===== config.mk =====
export PLATFORM = sky130hd
export DESIGN_NAME = uart_receive
export DESIGN_NICKNAME = d
export VERILOG_FILES = /design/src/rtl/uart_pkg.sv /design/src/rtl/sync_2ff.sv /design/src/rtl/uart_receive.sv
export SDC_FILE = /design/constraint.sdc
export NUM_CORES = 1
export LEC_CHECK = 0
export CAP_MARGIN = 20
export CORE_MARGIN = 1
export CORE_UTILIZATION = 54
export CTS_BUF_LIST = sky130_fd_sc_hd__clkbuf_4 sky130_fd_sc_hd__clkbuf_8
export DETAILED_ROUTE_END_ITERATION = 10
export PLACE_DENSITY = 0.82
export REMOVE_ABC_BUFFERS = 1
export SYNTH_ARGS = -nofsm -noshare
export SYNTH_HDL_FRONTEND = slang
export SYNTH_SLANG_ARGS = --single-unit

===== constraint.sdc =====
create_clock -name i_clk -period 2.3 [get_ports i_clk]
set_clock_uncertainty 0.2 [all_clocks]
set_input_delay 0.23 -clock i_clk [delete_from_list [all_inputs] [get_ports i_clk]]
set_output_delay 0.23 -clock i_clk [all_outputs]
set_load 0.02 [all_outputs]

===== src/rtl/uart_pkg.sv =====
// Shared UART definitions: frame defaults and the receiver/transmitter FSM state encoding.
package uart_pkg;

  localparam int UART_DATA_BITS    = 8;
  localparam int UART_CLKS_PER_BIT = 434;

  typedef enum logic [2:0] {
    ST_IDLE      = 3'd0,
    ST_START     = 3'd1,
    ST_DATA      = 3'd2,
    ST_PARITY    = 3'd3,
    ST_STOP      = 3'd4,
    ST_WAIT_IDLE = 3'd5
  } uart_state_e;

endpackage


===== src/rtl/sync_2ff.sv =====
// Two-flop synchroniser for asynchronous single-bit inputs; RST_VAL sets the flop reset value.
module sync_2ff #(
  parameter logic RST_VAL = 1'b0
) (
  input  logic clk,
  input  logic rst_n,
  input  logic d,
  output logic q
);

  logic meta_r;
  logic sync_r;

  // Two-stage metastability filter
  always_ff @(posedge clk or negedge rst_n) begin
    if (!rst_n) begin
      meta_r <= RST_VAL;
      sync_r <= RST_VAL;
    end else begin
      meta_r <= d;
      sync_r <= meta_r;
    end
  end

  assign q = sync_r;

endmodule


===== src/rtl/uart_receive.sv =====
// Oversampling UART receiver (8N1) with a valid/ready output register.
// Define UART_RX_PARITY_EN to add an even-parity bit and the o_parity_err pulse.
module uart_receive
  import uart_pkg::*;
#(
  parameter int DATA_BITS    = UART_DATA_BITS,
  parameter int CLKS_PER_BIT = UART_CLKS_PER_BIT
) (
  input  logic                 i_clk,
  input  logic                 i_rst,
  input  logic                 i_rx,
  input  logic                 i_ready,
  output logic [DATA_BITS-1:0] o_data,
  output logic                 o_valid,
  output logic                 o_frame_err,
`ifdef UART_RX_PARITY_EN
  output logic                 o_parity_err,
`endif
  output logic                 o_overrun
);

  localparam int CNT_W = $clog2(CLKS_PER_BIT);
  localparam int IDX_W = (DATA_BITS > 1) ? $clog2(DATA_BITS) : 1;
  localparam logic [CNT_W-1:0] LAST_CNT = CNT_W'(CLKS_PER_BIT - 1);
  localparam logic [CNT_W-1:0] HALF_CNT = CNT_W'(CLKS_PER_BIT / 2 - 1);
  localparam logic [IDX_W-1:0] LAST_IDX = IDX_W'(DATA_BITS - 1);

  uart_state_e          state_r;
  logic [CNT_W-1:0]     clk_cnt_r;
  logic [IDX_W-1:0]     bit_idx_r;
  logic [DATA_BITS-1:0] shift_r;
  logic [DATA_BITS-1:0] data_r;
  logic                 valid_r;
  logic                 frame_err_r;
  logic                 overrun_r;
  logic                 parity_bad_r;
  logic                 rx_s;

`ifdef UART_RX_PARITY_EN
  logic                 parity_err_r;

  function automatic logic even_parity(input logic [DATA_BITS-1:0] d);
    return ^d;
  endfunction
`endif

  sync_2ff #(.RST_VAL(1'b1)) u_rx_sync (
    .clk   (i_clk),
    .rst_n (i_rst),
    .d     (i_rx),
    .q     (rx_s)
  );

  // Frame FSM, bit timing, and output register with handshake/overrun handling
  always_ff @(posedge i_clk or negedge i_rst) begin
    if (!i_rst) begin
      state_r      <= ST_IDLE;
      clk_cnt_r    <= '0;
      bit_idx_r    <= '0;
      shift_r      <= '0;
      data_r       <= '0;
      valid_r      <= 1'b0;
      frame_err_r  <= 1'b0;
      overrun_r    <= 1'b0;
      parity_bad_r <= 1'b0;
`ifdef UART_RX_PARITY_EN
      parity_err_r <= 1'b0;
`endif
    end else begin
      frame_err_r <= 1'b0;
      overrun_r   <= 1'b0;
`ifdef UART_RX_PARITY_EN
      parity_err_r <= 1'b0;
`endif
      // A consumer accept clears valid unless a new good byte reloads it below
      if (valid_r && i_ready) begin
        valid_r <= 1'b0;
      end
      case (state_r)
        ST_IDLE: begin
          if (!rx_s) begin
            state_r   <= ST_START;
            clk_cnt_r <= '0;
            bit_idx_r <= '0;
          end
        end
        ST_START: begin
          if (clk_cnt_r == HALF_CNT) begin
            clk_cnt_r    <= '0;
            bit_idx_r    <= '0;
            parity_bad_r <= 1'b0;
            state_r      <= rx_s ? ST_IDLE : ST_DATA;
          end else begin
            clk_cnt_r <= clk_cnt_r + 1'b1;
          end
        end
        ST_DATA: begin
          if (clk_cnt_r == LAST_CNT) begin
            clk_cnt_r <= '0;
            shift_r   <= {rx_s, shift_r[DATA_BITS-1:1]};
            if (bit_idx_r == LAST_IDX) begin
`ifdef UART_RX_PARITY_EN
              state_r <= ST_PARITY;
`else
              state_r <= ST_STOP;
`endif
            end else begin
              bit_idx_r <= bit_idx_r + 1'b1;
            end
          end else begin
            clk_cnt_r <= clk_cnt_r + 1'b1;
          end
        end
        ST_PARITY: begin
`ifdef UART_RX_PARITY_EN
          if (clk_cnt_r == LAST_CNT) begin
            clk_cnt_r    <= '0;
            parity_bad_r <= (rx_s != even_parity(shift_r));
            parity_err_r <= (rx_s != even_parity(shift_r));
            state_r      <= ST_STOP;
          end else begin
            clk_cnt_r <= clk_cnt_r + 1'b1;
          end
`else
          state_r <= ST_IDLE;
`endif
        end
        ST_STOP: begin
          if (clk_cnt_r == LAST_CNT) begin
            clk_cnt_r <= '0;
            if (rx_s) begin
              state_r <= ST_IDLE;
              if (!parity_bad_r) begin
                if (!valid_r || i_ready) begin
                  data_r  <= shift_r;
                  valid_r <= 1'b1;
                end else begin
                  overrun_r <= 1'b1;
                end
              end
            end else begin
              frame_err_r <= 1'b1;
              state_r     <= ST_WAIT_IDLE;
            end
          end else begin
            clk_cnt_r <= clk_cnt_r + 1'b1;
          end
        end
        // A held-low (break) line must go high before a new start bit is accepted
        ST_WAIT_IDLE: begin
          if (rx_s) begin
            state_r <= ST_IDLE;
          end
        end
        default: begin
          state_r <= ST_IDLE;
        end
      endcase
    end
  end

  assign o_data      = data_r;
  assign o_valid     = valid_r;
  assign o_frame_err = frame_err_r;
  assign o_overrun   = overrun_r;
`ifdef UART_RX_PARITY_EN
  assign o_parity_err = parity_err_r;
`endif

endmodule


==> summary.md <==
| Metric | Value |
|---|---|
| # IOs | `15` |
| Area post-placement | `2030 um^2` |
| Largest area contributor in the netlist | `dfrtp_1` |
| Status | `completed` |
| CTS Buf Count | `5` |
| Slew HR | `70.3%` |
| Layout Nets | `196` |
| PD cells | `474 nW/um^2` |
| Crit. path cell count | `6` |
| Register Area | `903 um^2` |
| Largest stage delay on the critical path | `620 ps` |
| Setup crit end kind | `flop` |
| Post-synth cell types | `42` |
| Initial Util | `58.3%` |
| Largest net degree at the start of global routing | `37` |
| First-pass GRT wire length | `5.80 mm` |
| Layout cells sized above 1 | `25.5%` |
| Clk Latency, worst-skew pair | `350 ps` |
| Multi-input gate area | `852 um^2` |
| Avg WL per Cell | `15.0 um` |
| Fin. Hold Viols | `0` |
| Die Width | `60.1 um` |
| Setup-failing EPs final | `0` |
| Worst path slowest cell | `or4b_4` |
| Syn avg cell area | `11.1 um^2` |
| Post-Syn Instances | `164` |
| Area delta synth->final | `15.7%` |
| Register area share after synthesis | `49.6%` |
| Cell Count, Final, Fillers Out | `232` |
| Setup TNS | `0 ps` |
| Place WS | `-17.2 ps` |
| Die area | `3610 um^2` |
| Vias in the first global route | `1285` |
| Initial DRT Pass Iterations | `4` |
| Cell Area, Synth | `1820 um^2` |
| Area share of the largest cell type after synthesis | `46.7%` |
| Critical Path RT | `2340 ps` |
| Synth Warn # | `0` |
| Hold path cells | `1` |
| Placed cell count | `223` |
| Via count | `1333` |
| Ant diodes | `0` |
| Fillers | `241` |
| Worst Path Buf+Inv | `1` |
| GRT Residual Overflow | `0` |
| HP Class | `in2reg` |
| Crit-path cells | `inv_2 -> ha_1 -> and4bb_4 -> nand2_4 -> or4b_4 -> mux2_4` |
| DP Wirelength | `2.49 mm` |
| CTS Sinks | `36` |
| CTS Root Cell | `clkbuf_4` |
| Max frequency | `444 MHz` |
| Final instance area | `2110 um^2` |
| Pleak | `0.000991 uW` |
| FF-to-FF path depth | `6` |
| Die H | `60.1 um` |
| Number of flops mapped to enable cells by yosys | `0` |
| Ys flop type | `dfrtp_1` |
| Worst-path fanout max | `8` |
| Post-synth ARST share | `100%` |
| Fin. max-slew vios | `0` |
| WL final | `3.47 mm` |
| FF+latch count, synth | `36` |
| Synth area leaders | `dfrtp_1 47%, mux2_4 6.6%, mux2_2 6.2%` |
| Routed Antenna Nets | `0` |
| Most frequent cell after synthesis | `dfrtp_1` |
| Via density | `5.75` |
| Crit path launch type | `flop` |
| Tot GR Track Use | `22.4%` |
| Peak VDD IR | `0.238 mV` |
| CTS tree | `done` |
| Core area | `3130 um^2` |
| Hold-fix buffers at CTS | `0` |
| Slew @ Worst Pin | `445 ps` |
| Arrival time worst endpoint | `2290 ps` |
| Std-Cell Rows | `20` |
| Final period util | `97.9%` |
| Iter 0 DRT Violations | `66` |
| Crit Path Category | `reg2reg` |
| Placer congestion estimate | `0.778` |
| CTS max path bufs | `2` |
| Max-cap violations | `0` |
| Most frequent cells after synthesis | `34 x dfrtp_1, 14 x nand2_1, 12 x nor2_1` |
| Clock transition at the registers of the reported paths | `100 ps` |
| Final hold slack | `82.6 ps` |
| CP top delay family | `simple AND/OR/NAND/NOR gates` |
| Period minus WS final | `2250 ps` |
| H-tree depth | `2` |
| I/O Buffers | `14` |
| Setup ws final | `48.5 ps` |
| Drc violations | `0` |
| Initial antenna violation count | `0` |
## through the flow
stage          total power, uW  util (%)
2_1_floorplan              651         -
3_3_place_gp               670      65.0
3_5_place_dp               670      65.0
4_1_cts                   1010      67.0
5_1_grt                   1050      67.4
6_report                  1000      67.4
## cells in the final DEF (no fill, tap or decap), types with 3 or more instances in the layout
| cell type | instances |
|---|---|
| mux2_2 | 10 |
| nor3_1 | 3 |
| clkdlybuf4s50_1 | 14 |
| o21ai_0 | 10 |
| buf_4 | 9 |
| dfrtp_1 | 34 |
| nor4_1 | 3 |
| mux2_4 | 8 |
| o22ai_1 | 4 |
| nor2_1 | 12 |
| nand2_1 | 14 |
| nand3_1 | 4 |
| ha_1 | 5 |
| inv_1 | 8 |
| a21oi_1 | 5 |
| clkbuf_4 | 7 |
| a22oi_1 | 4 |
## report_power, final
part	internal [uW]	switching (uW)
logic	6.35	12.9
registers	636	2.01
clock network	143	201
total	785	216
## path summary, 6_finish.rpt
| kind | start | endpoint | slack, ps |
|---|---|---|---|
| max | clk_cnt_r[1]$_DFFE_PN0P_ | o_data[1]$_DFFE_PN0P_ | 50 |
| max in group asynchronous | i_rst | u_rx_sync.q$_DFF_PN1_ | 1450 |
| min | i_rx | u_rx_sync.meta_r$_DFF_PN1_ | 80 |
| min in group asynchronous | i_rst | o_data[1]$_DFFE_PN0P_ | 90 |
| max reg2reg | clk_cnt_r[1]$_DFFE_PN0P_ | o_data[1]$_DFFE_PN0P_ | 50 |
| min reg2reg | u_rx_sync.meta_r$_DFF_PN1_ | u_rx_sync.q$_DFF_PN1_ | 180 |
## kinds of logic after synthesis
group	Yosys count	synth area share (%)
AO/OA/AOI/OAI	33	11.7
flip-flops	36	49.6
AND/OR/NAND/NOR	53	16.5
buffers and inverters	16	4.39
multiplexers	20	13.9
adder cells (fa/ha/maj)	5	3.43
XOR/XNOR	1	0.481
## final cells by class
| cell class | count | share of cell area, % |
|---|---|---|
| inverters | 9 | 1.60 |
| flip-flops and latches | 36 | 42.8 |
| well taps | 44 | 2.61 |
| clock inverters | 1 | 0.237 |
| repair buffers | 23 | 9.85 |
| multi-input cells | 112 | 40.4 |
| clock buffers | 7 | 2.49 |
## per-layer routing
metal  up-vias  track usage, %  part of all wire (%)  wire length [um]
li1        636               -                     -                 -
met4         0            12.3                   2.0                68
met3         7            7.79                   4.0               140
met1       660            26.8                    44              1540
met2        30            35.0                    50              1730
met5         -               0                     0                 0
## repair_timing
action | in CTS | in global routing
gates resized for setup | 1 | 2
pin swaps | 0 | 1
setup endpoints to repair | 2 | 10
buffers inserted | 0 | 1
gates cloned | 0 | 0
## flip-flops by register name, summed over array words and instances, names as in the netlist
signal            count
bit_idx_r             3
clk_cnt_r             9
state_r               3
u_rx_sync.q           1
shift_r               8
o_overrun             1
o_valid               1
o_frame_err           1
u_rx_sync.meta_r      1
o_data                8
Power figures use the tool's default switching activity.
